<file path="config.mk">
export PLATFORM = sky130hd
export DESIGN_NAME = program_loader
export DESIGN_NICKNAME = d
export VERILOG_FILES = /design/src/rtl/program_loader.sv
export SDC_FILE = /design/constraint.sdc
export NUM_CORES = 1
export LEC_CHECK = 0
export BUFFER_PORTS_ARGS = -buffer_cell sky130_fd_sc_hd__buf_2
export CAP_MARGIN = 20
export CORE_MARGIN = 2
export CORE_UTILIZATION = 38
export DETAILED_ROUTE_END_ITERATION = 12
export SYNTH_ARGS = -nofsm -noshare
export SYNTH_HDL_FRONTEND = slang
export SYNTH_SLANG_ARGS = --single-unit
</file>
<file path="constraint.sdc">
create_clock -name clock_in -period 8.7 [get_ports clock_in]
set_input_delay 0.87 -clock clock_in [delete_from_list [all_inputs] [get_ports clock_in]]
set_output_delay 0.87 -clock clock_in [all_outputs]
set_load 0.05 [all_outputs]
</file>
<file path="src/rtl/program_loader.sv">
// Purpose: receives a length-prefixed, XOR-checksummed byte stream and writes it into instruction memory.
// Latency: one write cycle after each word's low byte; DONE/ERROR is entered on the edge that takes the closing byte.
// Backpressure: byte_ready_out is low outside the byte-accepting states, so bytes offered during WRITE are held by the sender.
module program_loader #(
    parameter int DATA_WIDTH        = 11,
    parameter int INSTRUCTION_WIDTH = 15,
    parameter int ADDR_WIDTH        = 11
) (
    input  logic                         clock_in,
    input  logic                         reset_in,
    input  logic                         start_in,
    input  logic [7:0]                   byte_in,
    input  logic                         byte_valid_in,
    output logic                         byte_ready_out,
    output logic                         imem_wr_out,
    output logic [ADDR_WIDTH-1:0]        imem_addr_out,
    output logic [INSTRUCTION_WIDTH:0]   imem_data_out,
    output logic                         cpu_reset_out,
    output logic                         busy_out,
    output logic                         done_out,
    output logic [1:0]                   error_out,
    output logic [ADDR_WIDTH:0]          word_count_out
);
    // Opcode occupies the top bits of the word, i.e. the top bits of the high byte.
    localparam int OPC_W = INSTRUCTION_WIDTH + 1 - DATA_WIDTH;
    localparam logic [OPC_W-1:0] MAX_OPC = OPC_W'(14);
    localparam logic [16:0] MAX_N = 17'(1) << ADDR_WIDTH;

    localparam logic [1:0] ERR_NONE = 2'b00;
    localparam logic [1:0] ERR_LEN  = 2'b01;
    localparam logic [1:0] ERR_OPC  = 2'b10;
    localparam logic [1:0] ERR_SUM  = 2'b11;

    typedef enum logic [3:0] {
        IDLE, LEN_H, LEN_L, WORD_H, WORD_L, WRITE, CHECK, DONE, ERROR
    } state_t;

    state_t                 state_q, state_d;
    logic [15:0]            len_q, len_d;
    logic [7:0]             hi_q, hi_d;
    logic [7:0]             lo_q, lo_d;
    logic [7:0]             csum_q, csum_d;
    logic [1:0]             err_q, err_d;
    logic [ADDR_WIDTH-1:0]  addr_q, addr_d;
    logic [ADDR_WIDTH:0]    wcount_q, wcount_d;

    logic                   xfer;
    logic [15:0]            n_rx;

    assign byte_ready_out = (state_q == LEN_H) || (state_q == LEN_L) || (state_q == WORD_H) ||
                            (state_q == WORD_L) || (state_q == CHECK);
    assign xfer           = byte_valid_in && byte_ready_out;
    assign n_rx           = {len_q[15:8], byte_in};

    assign imem_wr_out    = (state_q == WRITE);
    assign imem_addr_out  = addr_q;
    assign imem_data_out  = (state_q == WRITE) ? (INSTRUCTION_WIDTH+1)'({hi_q, lo_q})
                                               : '0;
    assign done_out       = (state_q == DONE);
    assign cpu_reset_out  = (state_q == DONE);
    assign busy_out       = byte_ready_out || (state_q == WRITE);
    assign error_out      = err_q;
    assign word_count_out = wcount_q;

    // State and datapath registers; reset wins over everything, including a live session.
    always_ff @(posedge clock_in) begin
        if (reset_in) begin
            state_q  <= IDLE;
            len_q    <= '0;
            hi_q     <= '0;
            lo_q     <= '0;
            csum_q   <= '0;
            err_q    <= ERR_NONE;
            addr_q   <= '0;
            wcount_q <= '0;
        end else begin
            state_q  <= state_d;
            len_q    <= len_d;
            hi_q     <= hi_d;
            lo_q     <= lo_d;
            csum_q   <= csum_d;
            err_q    <= err_d;
            addr_q   <= addr_d;
            wcount_q <= wcount_d;
        end
    end

    // Next-state logic: header parse, per-word opcode screen, write strobe, checksum verdict.
    always_comb begin
        state_d  = state_q;
        len_d    = len_q;
        hi_d     = hi_q;
        lo_d     = lo_q;
        csum_d   = csum_q;
        err_d    = err_q;
        addr_d   = addr_q;
        wcount_d = wcount_q;
        case (state_q)
            IDLE, DONE, ERROR: begin
                if (start_in) begin
                    state_d  = LEN_H;
                    csum_d   = '0;
                    err_d    = ERR_NONE;
                    addr_d   = '0;
                    wcount_d = '0;
                end
            end
            LEN_H: begin
                if (xfer) begin
                    len_d   = {byte_in, len_q[7:0]};
                    csum_d  = csum_q ^ byte_in;
                    state_d = LEN_L;
                end
            end
            LEN_L: begin
                if (xfer) begin
                    len_d  = n_rx;
                    csum_d = csum_q ^ byte_in;
                    if ((n_rx != 16'd0) && ({1'b0, n_rx} <= MAX_N)) begin
                        state_d = WORD_H;
                    end else begin
                        state_d = ERROR;
                        err_d   = ERR_LEN;
                    end
                end
            end
            WORD_H: begin
                if (xfer) begin
                    if (byte_in[7 -: OPC_W] > MAX_OPC) begin
                        state_d = ERROR;
                        err_d   = ERR_OPC;
                    end else begin
                        hi_d    = byte_in;
                        csum_d  = csum_q ^ byte_in;
                        state_d = WORD_L;
                    end
                end
            end
            WORD_L: begin
                if (xfer) begin
                    lo_d    = byte_in;
                    csum_d  = csum_q ^ byte_in;
                    state_d = WRITE;
                end
            end
            WRITE: begin
                wcount_d = wcount_q + 1'b1;
                // Saturate so the final increment of a full-memory load cannot wrap to 0.
                if (addr_q != '1) begin
                    addr_d = addr_q + 1'b1;
                end
                if ((17'(wcount_q) + 17'd1) < {1'b0, len_q}) begin
                    state_d = WORD_H;
                end else begin
                    state_d = CHECK;
                end
            end
            CHECK: begin
                if (xfer) begin
                    if (byte_in == csum_q) begin
                        state_d = DONE;
                    end else begin
                        state_d = ERROR;
                        err_d   = ERR_SUM;
                    end
                end
            end
            default: state_d = IDLE;
        endcase
    end
endmodule

</file>
==> results.json, run 1 <==
{
  "ys_dominant_reg_cell": "dfxtp_1",
  "cts_setup_buffers": 0,
  "final_max_slew_viol_count": 0,
  "cts_buffer_depth": 2,
  "cts_sinks": 69,
  "cp.arrival_ps": 3110,
  "finalHoldViolations": 0,
  "crit_family": "simple AND/OR/NAND/NOR gates",
  "avgSynthCellArea_um2": 7.962,
  "r2r-start": "word_count_out[2]",
  "tightest_slew_ps": 814.8,
  "die_h_um": 107.3,
  "slowest_delay_ps": 730,
  "top_layer": "met4",
  "fin_setup_tns_ps": 0,
  "overflow": 0,
  "vias": 3651,
  "min_path_type": "flip-flop to flip-flop",
  "grt_pass1_vias": 3416,
  "synth_edf_count": 0,
  "portBuffers": 57,
  "vdd_drop_max_mv": 0.08111,
  "synth_cells": 509,
  "diodes": 0,
  "crit_path_start_kind": "flip-flop",
  "clk_latency_ps": 350,
  "dp_hpwl_mm": 6.875,
  "clkTransAtPathRegs_ps": 80,
  "leakage_nw": 1.902,
  "nets": 570,
  "relSlewSlack_pct": 45.52,
  "wl_met1_mm": 4.529,
  "r2r-end": "state_q[2]",
  "track_usage_pct": 18.14,
  "rsz0062_at_grt": "no",
  "min_period_ps": 3978,
  "power_w": 0.0008601,
  "cpMaxStageDelayCell": "dfxtp_1",
  "ios": 58,
  "cap_violations": 0,
  "wl_per_cell_um": 14.60,
  "syn-num-nets": 535,
  "ys_ff_latch": 69,
  "met2_length_mm": 4.682,
  "drtPass1Iterations": 5,
  "drtAntennaViolNets": 0,
  "path_cells": "nor2b_1, nand3b_1, inv_2, and2_1, buf_2",
  "instances_no_fill": 685,
  "critPathLaunch": "state_q[2]",
  "netlist-cell-type-count": 57,
  "hold_buffers": 0,
  "fin_skew_ps": 10.36,
  "outcome": "finished, final reports clean",
  "vias_per_cell": 5.330,
  "endpoint": "imem_data_out[1]",
  "place_inst": 669,
  "wl_met3_um": 584,
  "post-route-period-util_pct": 45.72,
  "powerDensity_mw_per_mm2": 188.4,
  "ys_seq_area_share_pct": 34.08,
  "holdWs_ps": 457.2,
  "core_mm2": 0.01032,
  "cp_max_fo": 27,
  "cts_resized": 0,
  "htreeDepth": 3,
  "areaGrowthSynthToFinish_pct": 12.63,
  "post-route-drc-count": 0,
  "cts_tree": "done",
  "required_ps": 7830,
  "antenna_found_initial": 0,
  "synth_warnings": 0,
  "rr_worst_depth": 12,
  "fill_cells": 1080,
  "rrSetupSlack_ps": 5500,
  "grt_max_degree": 69,
  "fp-row-count": 37,
  "cts-root-buf": "clkbuf_8",
  "start_util_pct": 39.26,
  "path_class": "flip-flop to output port",
  "grt_pass1_wl_mm": 16.62,
  "chipWidth_um": 107.3,
  "layout-drive-gt1-share_pct": 17.85,
  "setup_viol": 0,
  "min_path_cells": 2,
  "fmax_ghz": 0.2514,
  "path_buf_inv": 2,
  "gp_congestion": 0.8017,
  "crit_cells": 5,
  "wirelength_mm": 10.00,
  "cts-buffers-inserted": 9,
  "netlist_area_mm2": 0.004053,
  "die-area_mm2": 0.01151,
  "synthArstFlopShare_pct": 0,
  "drt_iter0_drc": 268,
  "crit_path_end_kind": "output port"
}
[layout by cell type (no fill, tap or decap), types with 14 or more instances in the layout]
master,instances
and2_1,18
ha_1,14
nand3_1,28
buf_2,57
mux2i_1,16
nor2_1,62
o21ai_0,21
inv_1,21
dfxtp_1,69
xnor2_1,16
nand2_1,45
a21oi_1,38
[tightest hold or removal path: cells and delay by family, from the launching register on]
kind / cells / cell delay, ps
simple gates: 1 / 50
flops: 1 / 310
compound gates: 1 / 50
[cells by family (layout without fill, tap and decap cells)]
| group | count (synthesis) | after routing | synth area share, % |
|---|---|---|---|
| simple gates | 216 | 216 | 26.30 |
| xor+xnor | 29 | 29 | 6.267 |
| buf+inv | 57 | 97 | 6.206 |
| flops | 69 | 69 | 34.08 |
| compound gates | 108 | 108 | 18.86 |
| fa+ha+maj | 14 | 14 | 4.322 |
| mux | 16 | 16 | 3.952 |
[where the power goes]
| group | internal (W) | switching, W |
|---|---|---|
| registers | 0.000333 | 0.0000237 |
| logic | 0.0000746 | 0.000143 |
| clock network | 0.000160 | 0.000126 |
| total | 0.000567 | 0.000293 |
[synthesized netlist by cell type (14+ instances only)]
cell type	n	area share (%)
nand2_1	45	4.2
ha_1	14	4.3
mux2i_1	16	4.0
nand3_1	28	3.5
o21ai_0	21	2.6
inv_1	21	1.9
a21oi_1	38	4.7
clkbuf_1	16	1.5
nor2_1	62	5.7
dfxtp_1	69	34
xnor2_1	16	3.5
and2_1	18	2.8
[cell type report]
type / count / area [um2] / share of cell area, %
inverter: 23 / 86.33 / 1.891
clock inverter: 7 / 90.09 / 1.974
timing repair buffer: 58 / 292.8 / 6.414
clock buffer: 9 / 123.9 / 2.714
multi-input combinational: 383 / 2420 / 53.02
sequential: 69 / 1381 / 30.26
tap: 136 / 170.2 / 3.728
[per-layer routing]
metal | up-vias | global-route usage (%)
li1 | 1827 | -
met1 | 1709 | 23.98
met2 | 100 | 29.29
met3 | 15 | 2.724
met4 | 0 | 7.978
met5 | - | 0
[metrics by stage]
step,setup slack [ps],area [um2],util [%]
after global routing,4398,4564,44.21
after detailed placement,5117,4350,42.14
final,4722,4564,44.21
after CTS,4716,4564,44.21
after global placement,5262,4350,42.14
after floorplan,5519,4053,-
[registers in the layout, indices dropped and copies added (netlist names)]
signal and flops:
error_out 2, state_q 4, len_q 16, hi_q 8
word_count_out 12, csum_q 8, imem_addr_out 11, lo_q 8
[how the worst min path moves through the flow]
stage / startpoint / endpoint / slack, ps
6_report: len_q[3] / len_q[3] / 460
5_1_grt: len_q[4] / len_q[4] / 480
4_1_cts: len_q[4] / len_q[4] / 460
3_5_place_dp: len_q[11] / len_q[11] / 450
3_3_place_gp: len_q[11] / len_q[11] / 440
2_1_floorplan: len_q[11] / len_q[11] / 430
No activity file was read; power rests on OpenSTA's default activity.
==> run 2, diff against run 1 <==
- clock period: 8.7 -> 3.5 ns (I/O delays scaled with it)
==> run 2 against run 1 <==
Net effect:
- sequential share of layout area shrank 0.31 points
- worst hold slack got worse by 84 ps
- routed wire length rose by 1.4%
- worst setup slack worse by 4300 ps
- combinational power grew 150%
- register-to-register slack worse by 5100 ps
- via count is 1.3% higher
- cell area grew 1.0%
- die area is the same
- clock-buffer cell count rose by 1
- utilization increased by 0.46 points
- first-iteration DRC count down 11%
- critical endpoint is now state_q[2]
- largest power group unchanged
- highest routed layer unchanged
==> results.json, run 2 (synthesis gave the netlist of run 1 again) <==
{
  "grt_max_degree": 30,
  "antenna_found_initial": 0,
  "hold_buffers": 0,
  "chipWidth_um": 107.3,
  "required_ps": 3710,
  "die_h_um": 107.3,
  "outcome": "finished, final reports clean",
  "post-route-period-util_pct": 87.50,
  "wirelength_mm": 10.14,
  "fp-row-count": 37,
  "wl_per_cell_um": 14.74,
  "cp.arrival_ps": 3280,
  "final_common_cell": "dfxtp_1",
  "setup_viol": 0,
  "overflow": 0,
  "cts-root-buf": "clkbuf_8",
  "diodes": 0,
  "portBuffers": 57,
  "vias": 3697,
  "grt_pass1_vias": 3526,
  "hold_start": "byte_in[7]",
  "clkTransAtPathRegs_ps": 80,
  "tightest_slew_ps": 764.0,
  "cts_setup_buffers": 0,
  "powerDensity_mw_per_mm2": 480.2,
  "gp_congestion": 0.8459,
  "cts_sinks": 69,
  "min_path_type": "primary input to flip-flop",
  "crit_path_start_kind": "flip-flop",
  "cts_buffer_depth": 2,
  "holdWs_ps": 373.6,
  "utilization_pct": 44.67,
  "final_max_slew_viol_count": 0,
  "layout-drive-gt1-share_pct": 18.12,
  "critPathLaunch": "word_count_out[3]",
  "track_usage_pct": 18.22,
  "vdd_drop_max_mv": 0.2668,
  "clk_latency_ps": 340,
  "fmax_ghz": 0.3265,
  "cts_resized": 0,
  "leakage_nw": 1.928,
  "drtPass1Iterations": 5,
  "cp_max_fo": 6,
  "vias_per_cell": 5.374,
  "drt_iter0_drc": 238,
  "rsz0062_at_grt": "no",
  "fin_skew_ps": 10.97,
  "post-route-drc-count": 0,
  "cts_tree": "done",
  "grt_pass1_wl_mm": 16.84,
  "core_mm2": 0.01032,
  "fin_setup_tns_ps": 0,
  "relSlewSlack_pct": 48.68,
  "cts-buffers-inserted": 9,
  "min_period_ps": 3062,
  "largest_reg_flops": 16,
  "place_area_mm2": 0.004373,
  "layout_common_cells": "dfxtp_1, nor2_1, buf_2",
  "cap_violations": 0,
  "finalHoldViolations": 0,
  "ios": 58,
  "areaGrowthSynthToFinish_pct": 13.80,
  "htreeDepth": 3,
  "path_class": "flip-flop to flip-flop",
  "start_util_pct": 39.26,
  "design_area_mm2": 0.004612,
  "regMostFlops": "len_q",
  "drtAntennaViolNets": 0,
  "crit_path_end_kind": "flip-flop",
  "die-area_mm2": 0.01151,
  "power_w": 0.002214,
  "dp_hpwl_mm": 7.086,
  "nets": 573,
  "r2r-start": "word_count_out[3]"
}
run 2: cell types whose count changed in the layout (fill, tap and decap cells not counted):
cell	previous run	this run
clkinvlp_4	2	1
buf_4	1	4
clkinv_2	3	1
clkbuf_1	0	1
clkinv_4	0	1
bufinv_16	2	3
run 2: per-stage QoR:
step                      std cells  setup WS [ps]
final                           688          437.6
after global routing            688          69.63
after CTS                       688          468.2
after global placement          672          552.0
after floorplan                 509          318.8
after detailed placement        672          500.0
run 2: final cells by class:
cell class / count / area [um2]
tap: 136 / 170.2
clock buffer: 10 / 127.6
inverter: 23 / 86.33
fill: 1050 / 5712
sequential: 69 / 1381
timing repair buffer: 61 / 315.3
clock inverter: 6 / 111.4
multi-input combinational: 383 / 2420
run 2: final timing paths:
kind	to	slack (ps)	depth (start not counted)
max	state_q[2]	440	12
min reg2reg	len_q[11]	460	2
max reg2reg	state_q[2]	440	12
min	len_q[7]	370	3
run 2: critical path, cell delays in order (launching register included):
cell	delay, ps
dfxtp_1	440
nand3_1	170
nor3_1	430
and3_1	290
and3_1	230
xor2_1	170
ha_1	260
and3_1	200
a22o_1	200
o21ai_0	130
o21ai_0	110
a211oi_1	240
nor3_1	60
run 2: where the power goes:
group / switching, W / leakage, nW / internal (W)
clock: 0.000314 / 0.116 / 0.000474
combinational: 0.000356 / 1.25 / 0.000187
sequential: 0.0000571 / 0.557 / 0.000827
total: 0.000727 / 1.93 / 0.00149
run 2: per-layer routing:
metal | wire length [um] | global-route usage (%)
met4 | 46 | 5.102
met1 | 4683 | 23.75
met5 | 0 | 0
met2 | 4874 | 31.19
met3 | 537 | 2.785
==> run 3, diff against run 2 <==
- CORE_UTILIZATION: 38 -> 52
- PLACE_DENSITY: not set -> 0.76
==> run 3 against run 2 <==
Net effect:
- sequential cell count unchanged
- non-clock buffer count decreased by 1
- maximum frequency rose by 0.86%
- global-route usage is 4.9 points higher
- sequential share of layout area up 0.55 points
- final cell count is 5.2% lower
- total power is 5.8% lower
- cell area fell by 1.8%
- clock power is 16% lower
- first-iteration DRC count did not move
- worst hold slack got worse by 14 ps
- critical path type unchanged
- highest routed layer unchanged
==> results.json, run 3 (synthesis gave the netlist of run 1 again) <==
{
  "cap_violations": 0,
  "relSlewSlack_pct": 51.06,
  "chipWidth_um": 92.28,
  "path_class": "flip-flop to flip-flop",
  "leakage_nw": 1.901,
  "cts_buffer_depth": 2,
  "place_inst": 637,
  "path_cells": "nand3_1, nor3_2, and3_1, and3_1, xor2_1, ha_1, and3_1, a22o_1, o21ai_0, o21ai_0, a211oi_1, nor3_1",
  "start_util_pct": 52.99,
  "fmax_ghz": 0.3294,
  "cp.arrival_ps": 3250,
  "powerDensity_mw_per_mm2": 460.7,
  "clkTransAtPathRegs_ps": 70,
  "track_usage_pct": 23.10,
  "cp_max_fo": 7,
  "rsz0062_at_grt": "no",
  "path_buf_inv": 0,
  "min_path_type": "primary input to flip-flop",
  "fp-row-count": 32,
  "cpMostUsedCell": "and3_1",
  "die-area_mm2": 0.008516,
  "fin_skew_ps": 10.05,
  "htreeDepth": 3,
  "cts-root-buf": "clkbuf_8",
  "layout_common_cells": "dfxtp_1, nor2_1, buf_2",
  "r2r-start": "word_count_out[2]",
  "dp_hpwl_mm": 6.590,
  "cts_sinks": 69,
  "wirelength_mm": 9.495,
  "grt_max_degree": 28,
  "areaGrowthSynthToFinish_pct": 11.73,
  "critPathLaunch": "word_count_out[2]",
  "regMostFlops": "len_q",
  "place_area_mm2": 0.004323,
  "outcome": "finished, final reports clean",
  "cts_setup_buffers": 0,
  "tightest_slew_ps": 728.6,
  "slowest_delay_ps": 440,
  "vdd_drop_max_mv": 0.3398,
  "nets": 572,
  "overflow": 0,
  "setup_viol": 0,
  "largest_reg_flops": 16,
  "cpMaxStageDelayCell": "dfxtp_1",
  "final_max_slew_viol_count": 0,
  "hold_start": "byte_in[0]",
  "crit_family": "simple AND/OR/NAND/NOR gates",
  "crit_path_end_kind": "flip-flop",
  "diodes": 0,
  "layout-drive-gt1-share_pct": 18.00,
  "drtPass1Iterations": 5,
  "cts-buffers-inserted": 9,
  "crit_path_start_kind": "flip-flop",
  "min_period_ps": 3036,
  "finalHoldViolations": 0,
  "holdWs_ps": 359.7,
  "fill_cells": 689,
  "wl_per_cell_um": 14.56,
  "final_common_cell": "dfxtp_1",
  "drt_iter0_drc": 238,
  "core_mm2": 0.007647,
  "required_ps": 3710,
  "antenna_found_initial": 0,
  "drtAntennaViolNets": 0,
  "clk_latency_ps": 350,
  "fin_setup_tns_ps": 0,
  "cts_resized": 0,
  "grt_pass1_wl_mm": 15.90,
  "portBuffers": 57,
  "vias_per_cell": 5.667,
  "gp_congestion": 0.8658,
  "worst_slack_ps": 463.8,
  "post-route-period-util_pct": 86.75,
  "post-route-drc-count": 0,
  "hold_buffers": 0,
  "instances_no_fill": 652,
  "design_area_mm2": 0.004528,
  "vias": 3695,
  "cts_tree": "done",
  "place_ws_ps": 419.4,
  "ios": 58,
  "grt_pass1_vias": 3405,
  "die_h_um": 92.28
}
-- run 3: cell types whose count changed in the layout (fill, tap and decap cells not counted), sizes merged --
| cell | change |
|---|---|
| buf | -1 |
| clkinv | -2 |
| clkinvlp | +1 |
| bufinv | -2 |
| clkbuf | +2 |
-- run 3: layout make-up --
class / instances / area [um2] / area share (%)
flip-flops and latches: 69 / 1381 / 30.51
inverters: 23 / 86.33 / 1.907
clock inverters: 3 / 45.04 / 0.9948
repair buffers: 60 / 307.8 / 6.797
well taps: 102 / 127.6 / 2.818
clock buffers: 12 / 155.1 / 3.426
multi-input cells: 383 / 2425 / 53.55
-- run 3: metrics by stage --
stage,power [W],util (%)
after floorplan,0.001336,-
after global placement,0.001420,56.53
after detailed placement,0.001430,56.53
after CTS,0.002094,59.15
after global routing,0.002191,59.21
final,0.002086,59.21
-- run 3: worst min-delay path, cell delays in order --
cell and delay, ps:
buf_2 160, nand3_1 90, a21oi_1 50
-- run 3: power breakdown --
part / leakage [nW] / switching, W / total [W] / internal, W
Clock: 0.0947 / 0.000300 / 0.000665 / 0.000364
Sequential: 0.557 / 0.0000594 / 0.000887 / 0.000827
Combinational: 1.25 / 0.000348 / 0.000535 / 0.000186
Total: 1.90 / 0.000708 / 0.00209 / 0.00138
-- run 3: routing by layer --
layer | vias up | global-route usage, % | routed length, um
met5 | - | 0 | 0
met4 | 0 | 8.582 | 106
met3 | 10 | 3.698 | 530
met2 | 116 | 38.24 | 4623
met1 | 1735 | 30.34 | 4235
li1 | 1834 | - | -
-- run 3: path summary, 6_finish.rpt --
kind | to | slack (ps) | depth (start not counted)
max | state_q[2] | 460 | 12
min | len_q[0] | 360 | 3
max reg2reg | state_q[2] | 460 | 12
min reg2reg | len_q[11] | 450 | 2
